File: src/rtl/register_write_buffer_pkg.sv
// Shared constants and the slot record for the register write buffer.
package register_write_buffer_pkg;

  localparam int unsigned SLOT_DEPTH = 3;
  localparam int unsigned REG_IDX_W  = 5;
  localparam int unsigned DATA_W     = 32;

  typedef struct packed {
    logic                 valid;
    logic [REG_IDX_W-1:0] addr;
    logic                 is_float;
    logic [DATA_W-1:0]    data;
  } slot_t;

  // Integer register r0 is hardwired to zero, so writes to it are dropped.
  function automatic logic is_accepted(input logic enable, input logic is_float,
                                       input logic [REG_IDX_W-1:0] addr);
    return enable && !(!is_float && (addr == '0));
  endfunction

endpackage

File: src/rtl/register_write_buffer_slot.sv
// One write-buffer slot: load, hold or clear. Invalid entries are stored as all-zero.
module register_write_slot
  import register_write_buffer_pkg::*;
(
  input  logic  clk,
  input  logic  reset,
  input  logic  load,
  input  slot_t d,
  output slot_t q
);

  // Slot register; clears on reset, zeroes payload of any invalid entry loaded.
  always_ff @(posedge clk or posedge reset) begin
    if (reset) begin
      q <= '0;
    end else if (load) begin
      q <= d.valid ? d : '0;
    end
  end

endmodule

File: src/rtl/register_write_buffer.sv
// Three-slot register write buffer between execute and the register files.
// Slot 2 is newest, slot 0 oldest; slot 0 retires through the rf_* strobes.
// Optional feature: define REGISTER_WRITE_BUFFER_DRAIN_EN to keep shifting and
// retiring during stall (a bubble is loaded into slot 2).
module register_write_buffer
  import register_write_buffer_pkg::*;
(
  input  logic                 clk,
  input  logic                 reset,
  input  logic                 in_enable,
  input  logic [REG_IDX_W-1:0] in_addr,
  input  logic                 in_float,
  input  logic [DATA_W-1:0]    in_data,
  input  logic                 stall,
  output logic                 write_enable_0,
  output logic [REG_IDX_W-1:0] write_addr_0,
  output logic                 write_float_0,
  output logic [DATA_W-1:0]    write_data_0,
  output logic                 write_enable_1,
  output logic [REG_IDX_W-1:0] write_addr_1,
  output logic                 write_float_1,
  output logic [DATA_W-1:0]    write_data_1,
  output logic                 write_enable_2,
  output logic [REG_IDX_W-1:0] write_addr_2,
  output logic                 write_float_2,
  output logic [DATA_W-1:0]    write_data_2,
  output logic                 rf_we_int,
  output logic                 rf_we_float,
  output logic [REG_IDX_W-1:0] rf_addr,
  output logic [DATA_W-1:0]    rf_data,
  output logic [1:0]           pending_count
);

  slot_t      slot_q [SLOT_DEPTH];
  slot_t      slot_d [SLOT_DEPTH];
  slot_t      new_entry;
  logic       shift_en;
  logic       strobe_gate;
  logic [1:0] pending_q;
  logic [1:0] pending_d;

  // Shift/strobe gating: stall freezes the buffer unless draining is compiled in.
  always_comb begin
    shift_en    = 1'b0;
    strobe_gate = 1'b0;
`ifdef REGISTER_WRITE_BUFFER_DRAIN_EN
    shift_en    = 1'b1;
    strobe_gate = 1'b1;
`else
    shift_en    = !stall;
    strobe_gate = !stall;
`endif
  end

  // Build the incoming entry and the shifted slot contents.
  always_comb begin
    new_entry = '0;
    if (!stall && is_accepted(in_enable, in_float, in_addr)) begin
      new_entry.valid    = 1'b1;
      new_entry.addr     = in_addr;
      new_entry.is_float = in_float;
      new_entry.data     = in_data;
    end
    slot_d[2] = new_entry;
    slot_d[1] = slot_q[2];
    slot_d[0] = slot_q[1];
  end

  register_write_slot u_slot_0 (.clk(clk), .reset(reset), .load(shift_en), .d(slot_d[0]), .q(slot_q[0]));
  register_write_slot u_slot_1 (.clk(clk), .reset(reset), .load(shift_en), .d(slot_d[1]), .q(slot_q[1]));
  register_write_slot u_slot_2 (.clk(clk), .reset(reset), .load(shift_en), .d(slot_d[2]), .q(slot_q[2]));

  // Up/down occupancy: +1 for an accepted entry, -1 for a retiring slot 0.
  always_comb begin
    pending_d = pending_q;
    if (shift_en) begin
      if (new_entry.valid && !slot_q[0].valid && pending_q != 2'd3) begin
        pending_d = pending_q + 2'd1;
      end else if (!new_entry.valid && slot_q[0].valid && pending_q != 2'd0) begin
        pending_d = pending_q - 2'd1;
      end
    end
  end

  // Occupancy register.
  always_ff @(posedge clk or posedge reset) begin
    if (reset) begin
      pending_q <= '0;
    end else begin
      pending_q <= pending_d;
    end
  end

  assign pending_count  = pending_q;

  assign rf_we_int      = slot_q[0].valid && !slot_q[0].is_float && strobe_gate;
  assign rf_we_float    = slot_q[0].valid &&  slot_q[0].is_float && strobe_gate;
  assign rf_addr        = slot_q[0].addr;
  assign rf_data        = slot_q[0].data;

  assign write_enable_0 = slot_q[0].valid;
  assign write_addr_0   = slot_q[0].addr;
  assign write_float_0  = slot_q[0].is_float;
  assign write_data_0   = slot_q[0].data;
  assign write_enable_1 = slot_q[1].valid;
  assign write_addr_1   = slot_q[1].addr;
  assign write_float_1  = slot_q[1].is_float;
  assign write_data_1   = slot_q[1].data;
  assign write_enable_2 = slot_q[2].valid;
  assign write_addr_2   = slot_q[2].addr;
  assign write_float_2  = slot_q[2].is_float;
  assign write_data_2   = slot_q[2].data;

endmodule

File: config.mk
export PLATFORM = sky130hd
export DESIGN_NAME = register_write_buffer
export DESIGN_NICKNAME = d
export VERILOG_FILES = /design/src/rtl/register_write_buffer_pkg.sv /design/src/rtl/register_write_buffer_slot.sv /design/src/rtl/register_write_buffer.sv
export SDC_FILE = /design/constraint.sdc
export NUM_CORES = 1
export LEC_CHECK = 0
export BUFFER_PORTS_ARGS = -buffer_cell sky130_fd_sc_hd__buf_4
export CAP_MARGIN = 10
export CELL_PAD_IN_SITES_DETAIL_PLACEMENT = 1
export CELL_PAD_IN_SITES_GLOBAL_PLACEMENT = 2
export CORE_ASPECT_RATIO = 0.8
export CORE_UTILIZATION = 28
export CTS_CLUSTER_DIAMETER = 150
export CTS_CLUSTER_SIZE = 10
export DETAILED_ROUTE_END_ITERATION = 10
export GPL_TIMING_DRIVEN = 0
export HOLD_SLACK_MARGIN = 0.08
export PLACE_DENSITY_LB_ADDON = 0.1
export SLEW_MARGIN = 15
export SYNTH_ARGS = -nofsm -noshare
export SYNTH_HDL_FRONTEND = slang
export SYNTH_SLANG_ARGS = --single-unit
export TNS_END_PERCENT = 10
File: constraint.sdc
create_clock -name clk -period 4 [get_ports clk]
set_input_delay 0.2 -clock clk [delete_from_list [all_inputs] [get_ports clk]]
set_output_delay 0.2 -clock clk [all_outputs]
set_load 0.02 [all_outputs]
# --- Yosys cells after proc, flatten, opt, wreduce, memory -nomap -nowiden ---
# Index checks and enable logic that the tools add are counted.
totals:
  regBits: 119
  in_bits: 42
classes:
  addsub: 2
  eq_ne: 1
  mux: 6
  bitwise: 1
  n_reduce_logical: 21
op_table:
  columns: ["cell", "n"]
  rows:
  - ["two-way mux 39 bit", 4]
  - ["logical AND 1 bit", 11]
  - ["logical NOT 1 bit", 6]
  - ["logical NOT 5 bit", 1]
  - ["two-way mux 2 bit", 2]
  - ["nonzero test 2 bit", 2]
  - ["adder 2 x 1 -> 2 bit, second input constant", 1]
  - ["!= test 2 bit, second input constant", 1]
  - ["AND reduction 2 bit", 1]
  - ["subtractor 2 x 1 -> 2 bit, second input constant", 1]
  - ["NOT 1 bit", 1]

# --- Logic depth before layout (Yosys ltp) ---
logic_depth:
  word_depth: 11
  mapped_depth: 6

# --- Hierarchy ---
# A second synthesis with hierarchy kept.
unflattened:
  cells_unflattened: 369
  hier_area_um2: 4924.7
modules_own_cells:
  columns: ["module", "n_inst", "cells_per_inst", "area_per_inst_um2"]
  rows:
  - ["register_write_slot", 3, 89, 1397.6]
  - ["register_write_buffer", 1, 102, 732.0]

# --- Least setup slack after synthesis ---
# No wires, ideal clock.
synth_timing:
  kind: "in2reg"
  from: "input port in_float"
  to: "register pending_q[0], in the netlist pending_count[0]"
  setup_time_ns: 0.121
  t_arrival_ns: 1.401
  required_ns: 3.879
  path_slack_ns: 2.478
  path_stages: 5
  n_path_buf: 1
  cell_sequence: "or4_4 > o31a_1 > buf_6 > mux2i_1 > a22o_1"
synth_between:
  elab_chain_cells: 11
  word_cells_on_any_way: 14
  cone_classes: "2 x mux; 12 x reduce/logical"
synth_lines:
  columns: ["item", "line", "source"]
  rows:
  - ["start, declared", "register_write_buffer.sv:12", "input logic in_float,"]
  - ["logical NOT 1 bit (*)", "register_write_buffer_pkg.sv:18", "return enable && !(!is_float && (addr == '0));"]
  - ["logical AND 1 bit (*)", "register_write_buffer_pkg.sv:18", null]
  - ["logical NOT 1 bit (*)", "register_write_buffer_pkg.sv:18", null]
  - ["logical AND 1 bit (*)", "register_write_buffer_pkg.sv:18", null]
  - ["logical AND 1 bit (*)", "register_write_buffer.sv:58", "if (!stall && is_accepted(in_enable, in_float, in_addr)) begin"]
  - ["two-way mux 39 bit (*)", "register_write_buffer.sv:58", null]
  - ["logical NOT 1 bit", "register_write_buffer.sv:79", "end else if (!new_entry.valid && slot_q[0].valid && pending_q != 2'd0) begin"]
  - ["logical AND 1 bit (2 in series)", "register_write_buffer.sv:79", null]
  - ["nonzero test 2 bit (no line)", null, null]
  - ["AND reduction 2 bit (no line)", null, null]
  - ["end signal, assigned", "register_write_buffer.sv:90", "pending_q <= pending_d;"]
  - ["end, declared", "register_write_buffer.sv:39", "logic [1:0] pending_q;"]
# Every way passes the cells marked *; elsewhere a longest branch is shown, timed or not.
# A chain may end at the register's enable or synchronous reset.

# --- Worst setup path in the final report ---
layout_timing:
  from: "input port in_float"
  to: "register u_slot_2.q[7] (netlist bit)"
layout_between:
  elab_chain_cells: 7
layout_lines:
  columns: ["item", "line", "source"]
  rows:
  - ["logical NOT 1 bit", "register_write_buffer_pkg.sv:18", null]
  - ["logical AND 1 bit", "register_write_buffer_pkg.sv:18", null]
  - ["logical NOT 1 bit", "register_write_buffer_pkg.sv:18", null]
  - ["logical AND 1 bit", "register_write_buffer_pkg.sv:18", null]
  - ["logical AND 1 bit", "register_write_buffer.sv:58", null]
  - ["two-way mux 39 bit", "register_write_buffer.sv:58", null]
  - ["two-way mux 39 bit", "register_write_buffer_slot.sv:17", "q <= d.valid ? d : '0;"]
  - ["end signal, assigned", "register_write_buffer_slot.sv:17", null]
  - ["end, declared", "register_write_buffer_slot.sv:9", "output slot_t q"]
# Every way passes these cells.

==> key figures <==
Flow run
  • Maxcap violations: 0

Min path
  • Worst min path class: input port to register
  • Worst hold endpoint: u_slot_0.q[28]
  • Hold path cells: 2
  • Hold path start: stall

Clock network
  • Clk pin slew, worst setup/hold paths: 0.06 ns
  • Clock Tree Root: clkbuf_16
  • CTS tree: yes
  • Clock Path Buffers: 2
  • CTS buffer count: 17
  • Setup bufs post-CTS: 0
  • Clk_lat worst skew: 0.41 ns
  • Post_cts resized: 0
  • Clk sinks: 119
  • Post-CTS Hold Buffers: 40
  • H-tree depth: 4

STA
  • Hold WS: 0.241 ns
  • RSZ-0062 raised after global routing: no
  • Max Clk Rate: 0.506 GHz
  • Slew @ Worst Pin: 0.621 ns
  • Final slew viol count: 0
  • Total negative slack: 0 ns
  • Final hold vios: 0
  • Final period util: 0.494
  • Minimum clock period after layout: 1.97 ns
  • Headroom to the max-slew limit: 0.586
  • PnR worst setup slack: 2.03 ns
  • Clock Skew: 0.00455 ns
  • Setup violations, final: 0

Route
  • Vias/cell: 4.55
  • DRC: 0
  • Initial DRC count: 170
  • Drt first pass iters: 4
  • WL final: 16400 µm
  • DR vias: 4536
  • Routed len/inst: 16.4 µm
  • Antenna Nets Post-Route: 0

Critical path
  • R2R depth: 4
  • Worst-path maximum fanout: 10
  • Reg-to-reg endpoint: u_slot_1.q[0]
  • Crit. End Element: register
  • WS Path Type: input port to register
  • Startpoint types: input port
  • Worst EP required: 4.27 ns
  • CP Data Arrival Time: 2.24 ns
  • Reg2Reg Launch Point: u_slot_2.q[38]
  • R2R setup slack: 2.17 ns

Yosys
  • Synth warnings: 0
  • Yosys cell types: 21
  • Post-Syn Area: 4880 µm²
  • Synthesized netlist cell count: 506
  • Flops & latches, synth: 119
  • Syn_nets: 548
  • Sequential cell area fraction in the yosys report: 0.610
  • Mean area per synthesized cell: 9.65 µm²

Global route
  • Antenna violations before repair: 0
  • Pin count of the biggest net entering global routing: 72
  • Vias in the first global route: 4654
  • Total grt overflow: 0
  • Global-route wire length before repair: 25900 µm
  • GRT Resource Usage Total: 0.192

Die
  • Die X: 150 µm
  • Die Y: 120 µm
  • Die Area: 18000 µm²
  • Placeable Area: 16800 µm²
  • Num ports: 200
  • Starting Density: 0.290
  • Core Rows: 42

Placement
  • DP Wirelength: 11400 µm
  • Placement Cell Area: 6680 µm²
  • Dpl ws: 2.08 ns
  • Final GP Congestion: 0.735
  • PortBufs: 198

Cells and area
  • Nets@finish: 806
  • Area grow syn2layout: 57.3%
  • Most common cell after layout, fill and taps aside: buf_4
  • Post-layout util: 0.457
  • Commonest non-fill, non-tap cells in the layout: buf_4, nand2_1, dfrtp_1
  • Finished layout cell area: 7680 µm²
  • Layout cells sized above 1: 0.354
  • Antenna cells: 0

Power
  • Leak: 3.83 nW
  • Power per cell area: 458 nW/µm²
  • Worst vdd rail ir drop: 0.000278 V

Run status
  • Status: complete, no violations
state kept, by name (all words and copies together), names as in the netlist:
register and flops:
pending_count 2, u_slot_1.q 39, u_slot_2.q 39, u_slot_0.q 39
metal layers:
metal	GRT usage	share of wire	up-vias
li1	-	-	2148
met3	0.0536	0.064	11
met1	0.259	0.46	2242
met5	0	0	-
met2	0.300	0.46	135
met4	0.0497	0.0076	0
power breakdown:
group	internal, mW	switching (mW)	leakage [nW]
combinational	0.262	0.343	1.95
sequential	1.29	0.0812	1.60
clock	0.980	0.560	0.287
total	2.53	0.985	3.83
through the flow:
| stage | power, mW | instances |
|---|---|---|
| 6_report | 3.52 | 997 |
| 5_1_grt | 3.67 | 997 |
| 4_1_cts | 3.57 | 997 |
| 3_5_place_dp | 1.98 | 925 |
| 3_3_place_gp | 1.96 | 924 |
| 2_1_floorplan | 1.68 | 506 |
area by class of cell:
type                    count  area (µm²)
fillers                  1931        9140
flip-flops and latches    119        2980
repair buffers            239        1910
multi-input cells         313        1480
clock buffers              21         480
plain buffers              72         420
well taps                 220         275
clock inverters            11         123
inverters                   2        12.5
how the worst max path moves through the flow:
stage	start	end	depth (start not counted)
6_report	in_float	u_slot_2.q[7]	8
5_1_grt	in_float	u_slot_2.q[3]	8
4_1_cts	in_float	u_slot_2.q[7]	8
3_5_place_dp	stall	u_slot_2.q[6]	5
3_3_place_gp	reset	u_slot_2.q[20]	2
2_1_floorplan	reset	pending_count[0]	1
logic make-up (layout without fill, tap and decap cells):
family / after synthesis / after routing / synth area share
mux: 2 / 2 / 0.00436
simple gates: 190 / 190 / 0.150
flops: 119 / 119 / 0.610
compound gates: 121 / 121 / 0.147
buf+inv: 74 / 345 / 0.0877
Yosys cell counts:
cell / count / area (µm²)
buf_6: 1 / 11.3
nand2_1: 178 / 668
o21ai_0: 89 / 445
a21o_1: 2 / 15.0
o31a_1: 1 / 8.76
nor2b_1: 3 / 18.8
o221ai_1: 1 / 8.76
nor2_1: 4 / 15.0
buf_1: 13 / 48.8
dfrtp_1: 119 / 2980
clkbuf_1: 18 / 67.6
a21oi_1: 1 / 5.00
buf_2: 3 / 15.0
a22o_1: 27 / 236
mux2_2: 1 / 11.3
inv_1: 2 / 7.51
buf_4: 37 / 278
mux2i_1: 1 / 10.0
or4_4: 1 / 11.3
and3_1: 1 / 6.26
nor3_1: 3 / 15.0
worst max-delay path, cell delays in order:
cell           delay (ns)
dlygate4sd3_1        0.56
buf_4                0.15
or4_4                0.53
o31a_1               0.26
buf_6                0.15
buf_2                0.21
nand2_1              0.10
o21ai_0              0.08
Power figures use the tool's default switching activity.
